===== src/rtl/dma_sdram_read_channel.sv =====
// rtl/dma_sdram_read_channel.sv - single-beat wishbone DMA read channel into the SDRAM window with a stream-out FIFO
module dma_sdram_read_channel #(
  parameter int          FIFO_DEPTH = 8,
  parameter int          LEN_W      = 16,
  parameter logic [8:0]  DMA_REGION = 9'hF0
) (
  input  logic             clk,
  input  logic             rst_n,
  input  logic             cfg_start,
  input  logic [22:0]      cfg_src,
  input  logic [LEN_W-1:0] cfg_len,
  output logic             busy,
  output logic             done,
  output logic             m_cyc_o,
  output logic             m_stb_o,
  output logic             m_we_o,
  output logic [31:0]      m_adr_o,
  input  logic [31:0]      m_dat_i,
  input  logic             m_ack_i,
  input  logic             m_burst_i,
  output logic [31:0]      s_data,
  output logic             s_valid,
  input  logic             s_ready,
  output logic [LEN_W-1:0] burst_hits
);
  localparam int PTR_W = (FIFO_DEPTH > 1) ? $clog2(FIFO_DEPTH) : 1;

  typedef enum logic [1:0] {IDLE, REQ, DRAIN, FIN} state_t;

  state_t             r_state;
  state_t             w_next;
  logic [20:0]        r_offset;
  logic [LEN_W-1:0]   r_issue;
  logic [LEN_W-1:0]   r_drain;
  logic [LEN_W-1:0]   r_hits;
  logic               r_stb;
  logic [31:0]        r_mem [FIFO_DEPTH];
  logic [PTR_W-1:0]   r_wr;
  logic [PTR_W-1:0]   r_rd;
  logic [PTR_W:0]     r_count;

  logic w_accept, w_ack, w_pop, w_last, w_room, w_busy, w_done;
  logic w_unused_src;

  assign w_unused_src = |cfg_src[1:0];
  assign w_accept     = (r_state == IDLE) && cfg_start;
  assign w_ack        = r_stb && m_ack_i;
  assign w_pop        = (r_count != '0) && s_ready;
  assign w_last       = w_ack && (r_issue == LEN_W'(1));
  // Pops in flight are treated as still occupied, so only the registered count gates a request.
  assign w_room       = r_count < (PTR_W+1)'(FIFO_DEPTH);

  always_ff @(posedge clk) begin
    if (!rst_n) r_state <= IDLE;
    else        r_state <= w_next;
  end

  always_comb begin
    w_next = r_state;
    w_busy = 1'b0;
    w_done = 1'b0;
    case (r_state)
      IDLE:  if (cfg_start) w_next = (cfg_len == '0) ? FIN : REQ;
      REQ: begin
        w_busy = 1'b1;
        if (w_last) w_next = DRAIN;
      end
      DRAIN: begin
        w_busy = 1'b1;
        if (r_drain == '0) w_next = FIN;
      end
      FIN: begin
        w_done = 1'b1;
        w_next = IDLE;
      end
      default: w_next = IDLE;
    endcase
  end

  always_ff @(posedge clk) begin
    if (!rst_n) begin
      r_offset <= '0;
      r_issue  <= '0;
      r_drain  <= '0;
      r_hits   <= '0;
      r_stb    <= 1'b0;
      r_wr     <= '0;
      r_rd     <= '0;
      r_count  <= '0;
    end else begin
      if (w_accept) begin
        r_offset <= cfg_src[22:2];
        r_issue  <= cfg_len;
        r_drain  <= cfg_len;
        r_hits   <= '0;
      end
      // stb is only raised from a low state, which enforces the one-cycle gap between beats.
      if (w_ack)
        r_stb <= 1'b0;
      else if ((r_state == REQ) && !r_stb && (r_issue != '0) && w_room)
        r_stb <= 1'b1;
      if (w_ack) begin
        r_offset <= r_offset + 21'd1;
        r_issue  <= r_issue - 1'b1;
        r_wr     <= r_wr + 1'b1;
        if (m_burst_i && (r_hits != '1)) r_hits <= r_hits + 1'b1;
      end
      if (w_pop) begin
        r_rd    <= r_rd + 1'b1;
        r_drain <= r_drain - 1'b1;
      end
      case ({w_ack, w_pop})
        2'b10:   r_count <= r_count + 1'b1;
        2'b01:   r_count <= r_count - 1'b1;
        default: r_count <= r_count;
      endcase
    end
  end

  always_ff @(posedge clk) begin
    if (w_ack) r_mem[r_wr] <= m_dat_i;
  end

  assign busy       = w_busy;
  assign done       = w_done;
  assign m_cyc_o    = r_stb;
  assign m_stb_o    = r_stb;
  assign m_we_o     = 1'b0;
  assign m_adr_o    = r_stb ? {DMA_REGION, r_offset, 2'b00} : 32'h0;
  assign s_data     = r_mem[r_rd];
  assign s_valid    = (r_count != '0);
  assign burst_hits = r_hits;
endmodule


===== config.mk =====
export PLATFORM = sky130hd
export DESIGN_NAME = dma_sdram_read_channel
export DESIGN_NICKNAME = d
export VERILOG_FILES = /design/src/rtl/dma_sdram_read_channel.sv
export SDC_FILE = /design/constraint.sdc
export NUM_CORES = 1
export LEC_CHECK = 0
export ABC_AREA = 1
export BUFFER_PORTS_ARGS = -buffer_cell sky130_fd_sc_hd__buf_2
export CORE_MARGIN = 1
export CORE_UTILIZATION = 46
export CTS_BUF_LIST = sky130_fd_sc_hd__clkbuf_4 sky130_fd_sc_hd__clkbuf_8 sky130_fd_sc_hd__clkbuf_16
export DETAILED_ROUTE_END_ITERATION = 16
export PLACE_DENSITY_LB_ADDON = 0.12
export SLEW_MARGIN = 20
export SYNTH_ARGS = -nofsm -noshare
export SYNTH_HDL_FRONTEND = slang
export SYNTH_SLANG_ARGS = --single-unit

===== constraint.sdc =====
create_clock -name clk -period 5.8 [get_ports clk]
set_clock_uncertainty 0.1 [all_clocks]
set_input_delay 0.87 -clock clk [delete_from_list [all_inputs] [get_ports clk]]
set_output_delay 0.87 -clock clk [all_outputs]
set_load 0.1 [all_outputs]

==> results of run 1 <==
## sequential cells by signal, indices dropped and copies added, names as in the netlist, named ones only
name        count
r_mem         256
r_offset       21
burst_hits     16
r_drain        16
r_issue        16
r_count         4
r_rd            3
r_wr            3
r_state         2
m_cyc_o         1
## area by class of cell
class | instances | area [um^2]
Timing Repair Buffer | 170 | 895.9
Multi-Input combinational cell | 1117 | 5333
Tap cell | 442 | 553.0
Inverter | 120 | 455.4
Clock buffer | 46 | 1011
Sequential cell | 341 | 9397
Clock inverter | 21 | 183.9
Fill cell | 3074 | 15040
## where the power goes
part | internal (mW) | total [mW] | switching [mW]
clock network | 1.34 | 2.29 | 0.951
registers | 2.83 | 3.11 | 0.284
logic | 0.840 | 3.73 | 2.89
## kinds of logic (layout without fill, tap and decap cells)
kind of cell,after synthesis,count (layout),share of synthesized area [%]
other,1,8,0.02411
AOI/OAI and AO/OA,273,273,10.78
DFF,341,341,60.37
adders and majority gates,15,15,1.207
and+or+nand+nor,806,806,20.88
buffers and inverters,213,357,5.889
xor gates and xnor gates,15,15,0.8448
## per-stage QoR
| step | setup WS, ns | total power, mW | util (%) | cells | area [um^2] |
|---|---|---|---|---|---|
| 4_1_cts | 1.449 | 9.219 | 54.24 | 2257 | 17830 |
| 6_report | 1.709 | 9.137 | 54.24 | 2257 | 17830 |
| 3_3_place_gp | 2.058 | 6.867 | 50.60 | 2190 | 16630 |
| 5_1_grt | 1.472 | 9.676 | 54.24 | 2257 | 17830 |
| 2_1_floorplan | 1.939 | 6.230 | - | 1671 | 15580 |
| 3_5_place_dp | 2.026 | 6.909 | 50.60 | 2190 | 16630 |
## cell usage in the layout (no fill, tap or decap), types with 10 or more instances in the layout
master,Yosys,routed
nand2_1,344,344
a31oi_1,12,12
clkbuf_16,0,38
dfxtp_1,85,83
buf_2,29,152
edfxtp_1,256,256
nand3_1,68,68
ha_1,15,15
o21ai_0,119,119
xor2_1,13,13
a21oi_1,55,55
buf_4,19,18
nor2_1,348,340
inv_1,116,115
o32ai_1,64,64
nand4_1,10,10
nor3_1,12,12
## layer usage
metal | track usage, % | part of all wire, %
met1 | 27.93 | 45
met2 | 37.91 | 49
met3 | 3.013 | 4.4
met4 | 5.213 | 1.7
met5 | 0 | 0.025
## worst max-delay path, stage by stage (launching register included)
cell,delay [ns]
dfxtp_4,0.49
inv_6,0.62
buf_4,0.44
nor2_1,0.09
o32ai_1,0.25
nand2_1,0.08
nand2_1,0.11
buf_2,0.43
## path summary, 6_finish.rpt
| check | end | startpoint | slack, ns | depth (start not counted) |
|---|---|---|---|---|
| worst max-delay path | s_data[27] | flip-flop | 1.71 | 7 |
| worst min-delay path | flip-flop | r_rd[0]$_SDFFE_PN0N_ | 0.38 | 1 |
| worst max register to register | r_count[2]$_SDFFE_PN0P_ | r_count[3]$_SDFFE_PN0P_ | 2.84 | 13 |
| worst min register to register | flip-flop | r_rd[0]$_SDFFE_PN0N_ | 0.38 | 1 |
==> results.sh, run 1 <==
export IMPL_outcome="complete, no violations"
export IMPL_async_reset_ff_share_pct=0
export IMPL_layout_drive_gt1_share_pct=14.38
export IMPL_cts_hold_buf=0
export IMPL_tightest_slew_ns=1.007
export IMPL_dp_hpwl_mm=21.27
export IMPL_cap_violations=0
export IMPL_postRouteAntennaNets=0
export IMPL_min_path_type="reg -> reg"
export IMPL_nets=1879
export IMPL_cts_buffer_depth=3
export IMPL_p_leak_nw=6.833
export IMPL_max_freq_ghz=0.2445
export IMPL_slew_headroom_pct=32.88
export IMPL_arrival_ns=3.12
export IMPL_ioPinCount=163
export IMPL_ys_types=45
export IMPL_yosysTopAreaCell="edfxtp_1"
export IMPL_final_max_slew_viol_count=0
export IMPL_cts_tree="done"
export IMPL_cts_root_buffer="clkbuf_16"
export IMPL_cts_buffers=37
export IMPL_setup_tns_ns=0
export IMPL_ys_warnings_count=0
export IMPL_die_y_um=185.9
export IMPL_synth_top_area_share_pct=49.43
export IMPL_yosysMostFrequentCell="nor2_1"
export IMPL_synth_common_cells="nor2_1, nand2_1, edfxtp_1"
export IMPL_drt_total_wl_mm=36.43
export IMPL_grt_max_degree=103
export IMPL_drc=0
export IMPL_cts_htree_levels=2
export IMPL_worstSetupPathType="reg -> out"
export IMPL_gp_congestion=0.8085
export IMPL_setup_viol=0
export IMPL_port_buffers=152
export IMPL_vias=11820
export IMPL_critPathCaptureType="output pin"
export IMPL_synth_avg_cell_area_um2=9.346
export IMPL_synth_edff_count=256
export IMPL_cp_start_kind="flip-flop"
export IMPL_critPathMaxFanout=101
export IMPL_drtPass1Iterations=5
export IMPL_worst_ep_required_time_ns=4.83
export IMPL_ys_seq_area_share_pct=60.37
export IMPL_cts_num_sinks=341
export IMPL_cts_repair_resize_count=0
export IMPL_ys_ff_latch=341
export IMPL_die_w_um=185.9
export IMPL_period_needed_ns=4.091
export IMPL_die_area_um2=34550
export IMPL_worstSkewPairLatency_ns=0.52
export IMPL_post_route_period_util_pct=70.53
export IMPL_holdWs_ns=0.3808
export IMPL_antenna_found_initial=1
export IMPL_initial_utilization_pct=47.32
export IMPL_grt_setup_unrepaired="no"
export IMPL_first_global_vias=11200
export IMPL_clkTransAtPathRegs_ns=0.06
export IMPL_drt_iter0_drc=776
export IMPL_grt_pass1_wl_mm=58.46
export IMPL_diodes=0
export IMPL_mappedNetlistArea_um2=15550
export IMPL_grt_ovfl_total=0
export IMPL_syn2layout_area_growth_pct=14.64
export IMPL_viasPerCell=5.238
export IMPL_dominantRegCellSynth="edfxtp_1"
export IMPL_power_density_nw_per_um2=512.5
export IMPL_route_detailed_wl_per_inst_um=16.14
export IMPL_post_cts_buffers=0
export IMPL_ir_drop_mv=0.3629
export IMPL_synth_area_leaders="edfxtp_1, dfxtp_1, nor2_1"
export IMPL_hold_viol_final=0
export IMPL_row_count=66
export IMPL_core_um2=32870
export IMPL_synth_cells=1664
export IMPL_grt_usage_pct=21.56
Note: power is estimated with default switching activity, not from simulation.
==> run 2: changes to the inputs <==
- clock period: 5.8 -> 3.55 ns (I/O delays scaled with it)
==> run 2 against run 1 <==
  * Combinational power up 68%
  * First-iteration DRC count rose by 3.5%
  * Sequential share of layout area is 0.72 points lower
  * Design area is 1.4% higher
  * Clock power rose by 75%
  * Core utilization up 0.76 points
  * Non-clock buffer count rose by 7
  * Cell count increased by 0.53%
  * Total power grew 67%
  * Die area unchanged
  * Critical path depth fell by 1
  * Global-route usage is 0.23 points lower
  * Critical endpoint is now s_data[24]
  * Largest cell class unchanged
  * Highest routed layer unchanged
==> results.sh, run 2 (synthesized netlist as in run 1, its figures left out) <==
export IMPL_outcome="complete, no violations"
export IMPL_grt_usage_pct=21.33
export IMPL_power_density_nw_per_um2=844.5
export IMPL_diodes=0
export IMPL_grt_setup_unrepaired="no"
export IMPL_top_register="r_mem"
export IMPL_critPathMaxFanout=63
export IMPL_cap_violations=0
export IMPL_cts_hold_buf=0
export IMPL_drtPass1Iterations=5
export IMPL_holdWs_ns=0.1789
export IMPL_dp_hpwl_mm=21.36
export IMPL_critPathCaptureType="output pin"
export IMPL_row_count=66
export IMPL_postRouteAntennaNets=0
export IMPL_tightest_slew_ns=0.6625
export IMPL_layout_drive_gt1_share_pct=15.00
export IMPL_cts_repair_resize_count=0
export IMPL_clkTransAtPathRegs_ns=0.05
export IMPL_vias=11910
export IMPL_post_route_period_util_pct=89.88
export IMPL_min_path_type="in -> reg"
export IMPL_cts_htree_levels=2
export IMPL_instances_no_fill=2269
export IMPL_cts_buffer_depth=3
export IMPL_ir_drop_mv=0.8744
export IMPL_dp_slack_ns=0.8867
export IMPL_worst_ep_required_time_ns=2.92
export IMPL_reg_top3="r_mem x256, r_offset x21"
export IMPL_port_buffers=152
export IMPL_max_freq_ghz=0.3134
export IMPL_final_common_cell="nand2_1"
export IMPL_cp_start_kind="flip-flop"
export IMPL_die_y_um=185.9
export IMPL_hold_viol_final=0
export IMPL_setup_ws_ns=0.3592
export IMPL_worstSkewPairLatency_ns=0.52
export IMPL_syn2layout_area_growth_pct=16.25
export IMPL_die_w_um=185.9
export IMPL_cts_tree="done"
export IMPL_post_cts_buffers=0
export IMPL_cts_buffers=39
export IMPL_period_needed_ns=3.191
export IMPL_mostFrequentLayoutCells="nand2_1, nor2_1, edfxtp_1"
export IMPL_dpl_cell_area_um2=16770
export IMPL_antenna_found_initial=3
export IMPL_die_area_um2=34550
export IMPL_grt_max_degree=129
export IMPL_p_leak_nw=6.949
export IMPL_cts_root_buffer="clkbuf_16"
export IMPL_arrival_ns=2.56
export IMPL_initial_utilization_pct=47.32
export IMPL_viasPerCell=5.250
export IMPL_setup_viol=0
export IMPL_slew_headroom_pct=55.69
export IMPL_worstSetupPathType="reg -> out"
export IMPL_largest_reg_flops=256
export IMPL_core_um2=32870
export IMPL_final_max_slew_viol_count=0
export IMPL_gp_congestion=0.8465
export IMPL_grt_ovfl_total=0
export IMPL_drt_iter0_drc=803
export IMPL_total_power_mw=15.27
export IMPL_route_detailed_wl_per_inst_um=16.08
export IMPL_ioPinCount=163
export IMPL_cts_num_sinks=341
export IMPL_final_cell_area_um2=18080
export IMPL_nets=1888
export IMPL_place_inst=2197
export IMPL_grt_pass1_wl_mm=57.13
export IMPL_drc=0
export IMPL_first_global_vias=11070
export IMPL_drt_total_wl_mm=36.50
==> run 2: changes by cell type in the layout (fill, tap and decap cells not counted), sizes merged <==
cell / before / now
clkinvlp: 2 / 1
clkbuf: 46 / 53
bufinv: 2 / 3
clkinv: 17 / 15
buf: 170 / 177
==> run 2: where the power goes <==
| group | internal [mW] | switching [mW] | total, mW |
|---|---|---|---|
| registers | 4.62 | 0.366 | 4.99 |
| logic | 1.44 | 4.84 | 6.27 |
| clock network | 2.45 | 1.55 | 4.01 |
==> run 2: worst paths after layout <==
| path | start | endpoint | slack [ns] | depth (start not counted) |
|---|---|---|---|---|
| setup reg to reg | r_count[3]$_SDFFE_PN0P_ | r_count[2]$_SDFFE_PN0P_ | 0.96 | 14 |
| hold / removal | rst_n | r_wr[0]$_SDFFE_PN0P_ | 0.18 | 3 |
| hold reg to reg | r_rd[0]$_SDFFE_PN0N_ | flip-flop | 0.37 | 1 |
| setup / recovery | flip-flop | s_data[24] | 0.36 | 6 |
==> run 2: final cells by class <==
| class | count | area, um^2 |
|---|---|---|
| fill | 3024 | 14790 |
| sequential | 341 | 9398 |
| multi-input combinational | 1117 | 5333 |
| clock buffer | 53 | 1129 |
| timing repair buffer | 177 | 1036 |
| tap | 442 | 553.0 |
| inverter | 120 | 452.9 |
| clock inverter | 19 | 177.7 |
==> run 2: metal layers <==
layer	global-route usage, %	routed length (um)	share of wire [%]	vias to the layer above
li1	-	-	-	5926
met1	27.12	15920	44	5631
met2	37.06	17780	49	293
met3	3.757	1982	5.4	57
met4	6.131	776	2.1	6
met5	0	39	0.11	-
==> run 2: through the flow <==
step	utilization [%]	setup TNS, ns
global route	55.01	0
CTS	55.01	0
floorplan	-	-39.85
detailed placement	51.03	0
global placement	51.03	0
finish	55.01	0
==> run 2: critical path, cell delays in order, from the launching register on <==
cell and delay [ns]:
dfxtp_4 0.77, buf_4 0.35, o21ai_0 0.12, o32ai_1 0.13, nand2_1 0.08, nand2_1 0.14, buf_2 0.44
==> run 3: changes to the inputs <==
- BUFFER_PORTS_ARGS: -buffer_cell sky130_fd_sc_hd__buf_2 -> -buffer_cell sky130_fd_sc_hd__clkbuf_2
==> run 3 against run 2 <==
  * Global-route usage up 0.14 points
  * Hold slack gained 0.0065 ns
  * Total power decreased by 0.64%
  * Die area stayed put
  * Maximum frequency is 4.4% lower
  * Core utilization decreased by 0.14 points
  * Critical path depth is the same
  * Sequential share of layout area is 0.14 points higher
  * Non-clock buffer count up 1
  * Critical path type unchanged
  * Critical endpoint is now s_data[13]
==> results.sh, run 3 (synthesized netlist as in run 1, its figures left out) <==
export IMPL_hold_viol_final=0
export IMPL_critPathCaptureType="output pin"
export IMPL_nets=1888
export IMPL_die_w_um=185.9
export IMPL_cts_root_buffer="clkbuf_16"
export IMPL_row_count=66
export IMPL_gp_congestion=0.8256
export IMPL_drt_total_wl_mm=36.58
export IMPL_hold_depth=1
export IMPL_dp_slack_ns=0.7149
export IMPL_cts_hold_buf=0
export IMPL_grt_pass1_wl_mm=57.64
export IMPL_final_max_slew_viol_count=0
export IMPL_setup_tns_ns=0
export IMPL_die_area_um2=34550
export IMPL_initial_utilization_pct=47.32
export IMPL_layout_drive_gt1_share_pct=15.02
export IMPL_period_needed_ns=3.338
export IMPL_cts_num_sinks=341
export IMPL_grt_setup_unrepaired="no"
export IMPL_post_route_period_util_pct=94.04
export IMPL_reg_top3="r_mem x256, r_offset x21"
export IMPL_worst_ep_required_time_ns=2.92
export IMPL_critPathMaxFanout=80
export IMPL_vias=11870
export IMPL_cts_buffer_depth=3
export IMPL_port_buffers=152
export IMPL_final_common_cell="nand2_1"
export IMPL_worstSkewPairLatency_ns=0.52
export IMPL_max_freq_ghz=0.2995
export IMPL_top_register="r_mem"
export IMPL_clkTransAtPathRegs_ns=0.06
export IMPL_tightest_slew_ns=0.7856
export IMPL_ir_drop_mv=0.6458
export IMPL_post_cts_buffers=0
export IMPL_dp_hpwl_mm=21.64
export IMPL_cp_start_kind="flip-flop"
export IMPL_drt_iter0_drc=762
export IMPL_ioPinCount=163
export IMPL_cap_violations=0
export IMPL_antenna_found_initial=2
export IMPL_arrival_ns=2.71
export IMPL_grt_max_degree=81
export IMPL_r2r_start="m_cyc_o$_SDFFE_PP0P_"
export IMPL_hp_start="m_dat_i[13]"
export IMPL_p_leak_nw=6.924
export IMPL_postRouteAntennaNets=0
export IMPL_mostFrequentLayoutCells="nand2_1, nor2_1, edfxtp_1"
export IMPL_power_density_nw_per_um2=841.3
export IMPL_reg2reg_slack_ns=0.95
export IMPL_setup_viol=0
export IMPL_cts_repair_resize_count=0
export IMPL_worstSetupPathType="reg -> out"
export IMPL_diodes=0
export IMPL_hold_end="r_mem[1][13]$_DFFE_PP_"
export IMPL_viasPerCell=5.238
export IMPL_min_path_type="in -> reg"
export IMPL_route_detailed_wl_per_inst_um=16.14
export IMPL_first_global_vias=11160
export IMPL_fin_util_pct=54.86
export IMPL_reg2reg_depth=6
export IMPL_drtPass1Iterations=4
export IMPL_grt_usage_pct=21.46
export IMPL_syn2layout_area_growth_pct=15.95
export IMPL_outcome="complete, no violations"
export IMPL_cts_htree_levels=2
export IMPL_grt_ovfl_total=0
export IMPL_cts_tree="done"
export IMPL_r2r_end="r_mem[4][26]$_DFFE_PP_"
export IMPL_slew_headroom_pct=47.63
export IMPL_core_um2=32870
export IMPL_drc=0
export IMPL_die_y_um=185.9
export IMPL_largest_reg_flops=256
export IMPL_setup_ws_ns=0.2116
export IMPL_cts_buffers=38
[run 3: cell types whose count changed in the layout (fill, tap and decap cells not counted), sizes merged]
cell and change:
clkinv +1, bufinv +1, clkbuf +146, buf -151
[run 3: worst max-delay path by stage]
stage / cells past startpoint / slack [ns] / endpoint
after floorplan: 6 / -0.31 / r_mem[0][0]$_DFFE_PP_
after global placement: 7 / 0.72 / s_data[7]
after detailed placement: 7 / 0.71 / s_data[7]
after CTS: 7 / 0.16 / s_data[7]
after global routing: 7 / 0.005 / s_data[26]
final: 6 / 0.21 / s_data[13]
[run 3: area by class of cell]
class	count	area, um^2
clock buffers	47	1036
clock inverters	21	227.7
fillers	3013	14840
inverters	120	452.9
multi-input cells	1117	5333
flip-flops and latches	341	9398
well taps	442	553.0
repair buffers	178	1031
[run 3: per-layer routing]
metal	share of wire (%)	up-vias	track usage, %	routed length [um]
li1	-	5901	-	-
met4	1.6	4	5.148	578
met2	50	226	37.94	18200
met5	0.085	-	0	31
met3	4.3	48	3.267	1586
met1	44	5691	27.49	16180
[run 3: worst max-delay path: stages, from the launching register on]
cell and delay, ns:
dfxtp_4 0.72, buf_12 0.38, nor2_1 0.09, o32ai_1 0.29, nand2_1 0.09, nand2_1 0.12
clkbuf_2 0.47
[run 3: power by group]
group | leakage (nW) | switching [mW] | internal, mW | total, mW
sequential | 3.00 | 0.446 | 4.62 | 5.07
combinational | 3.29 | 4.77 | 1.42 | 6.19
clock | 0.632 | 1.54 | 2.38 | 3.91
[run 3: stage by stage]
stage               std cells  total power, mW  hold WS, ns  instance area (um^2)
floorplan                1671            10.18       0.3476                 15590
CTS                      2266            15.29       0.1647                 18030
global route             2266            16.05       0.1697                 18030
detailed placement       2198            11.35       0.3683                 16770
global placement         2198            11.28       0.3612                 16770
finish                   2266            15.17       0.1854                 18030
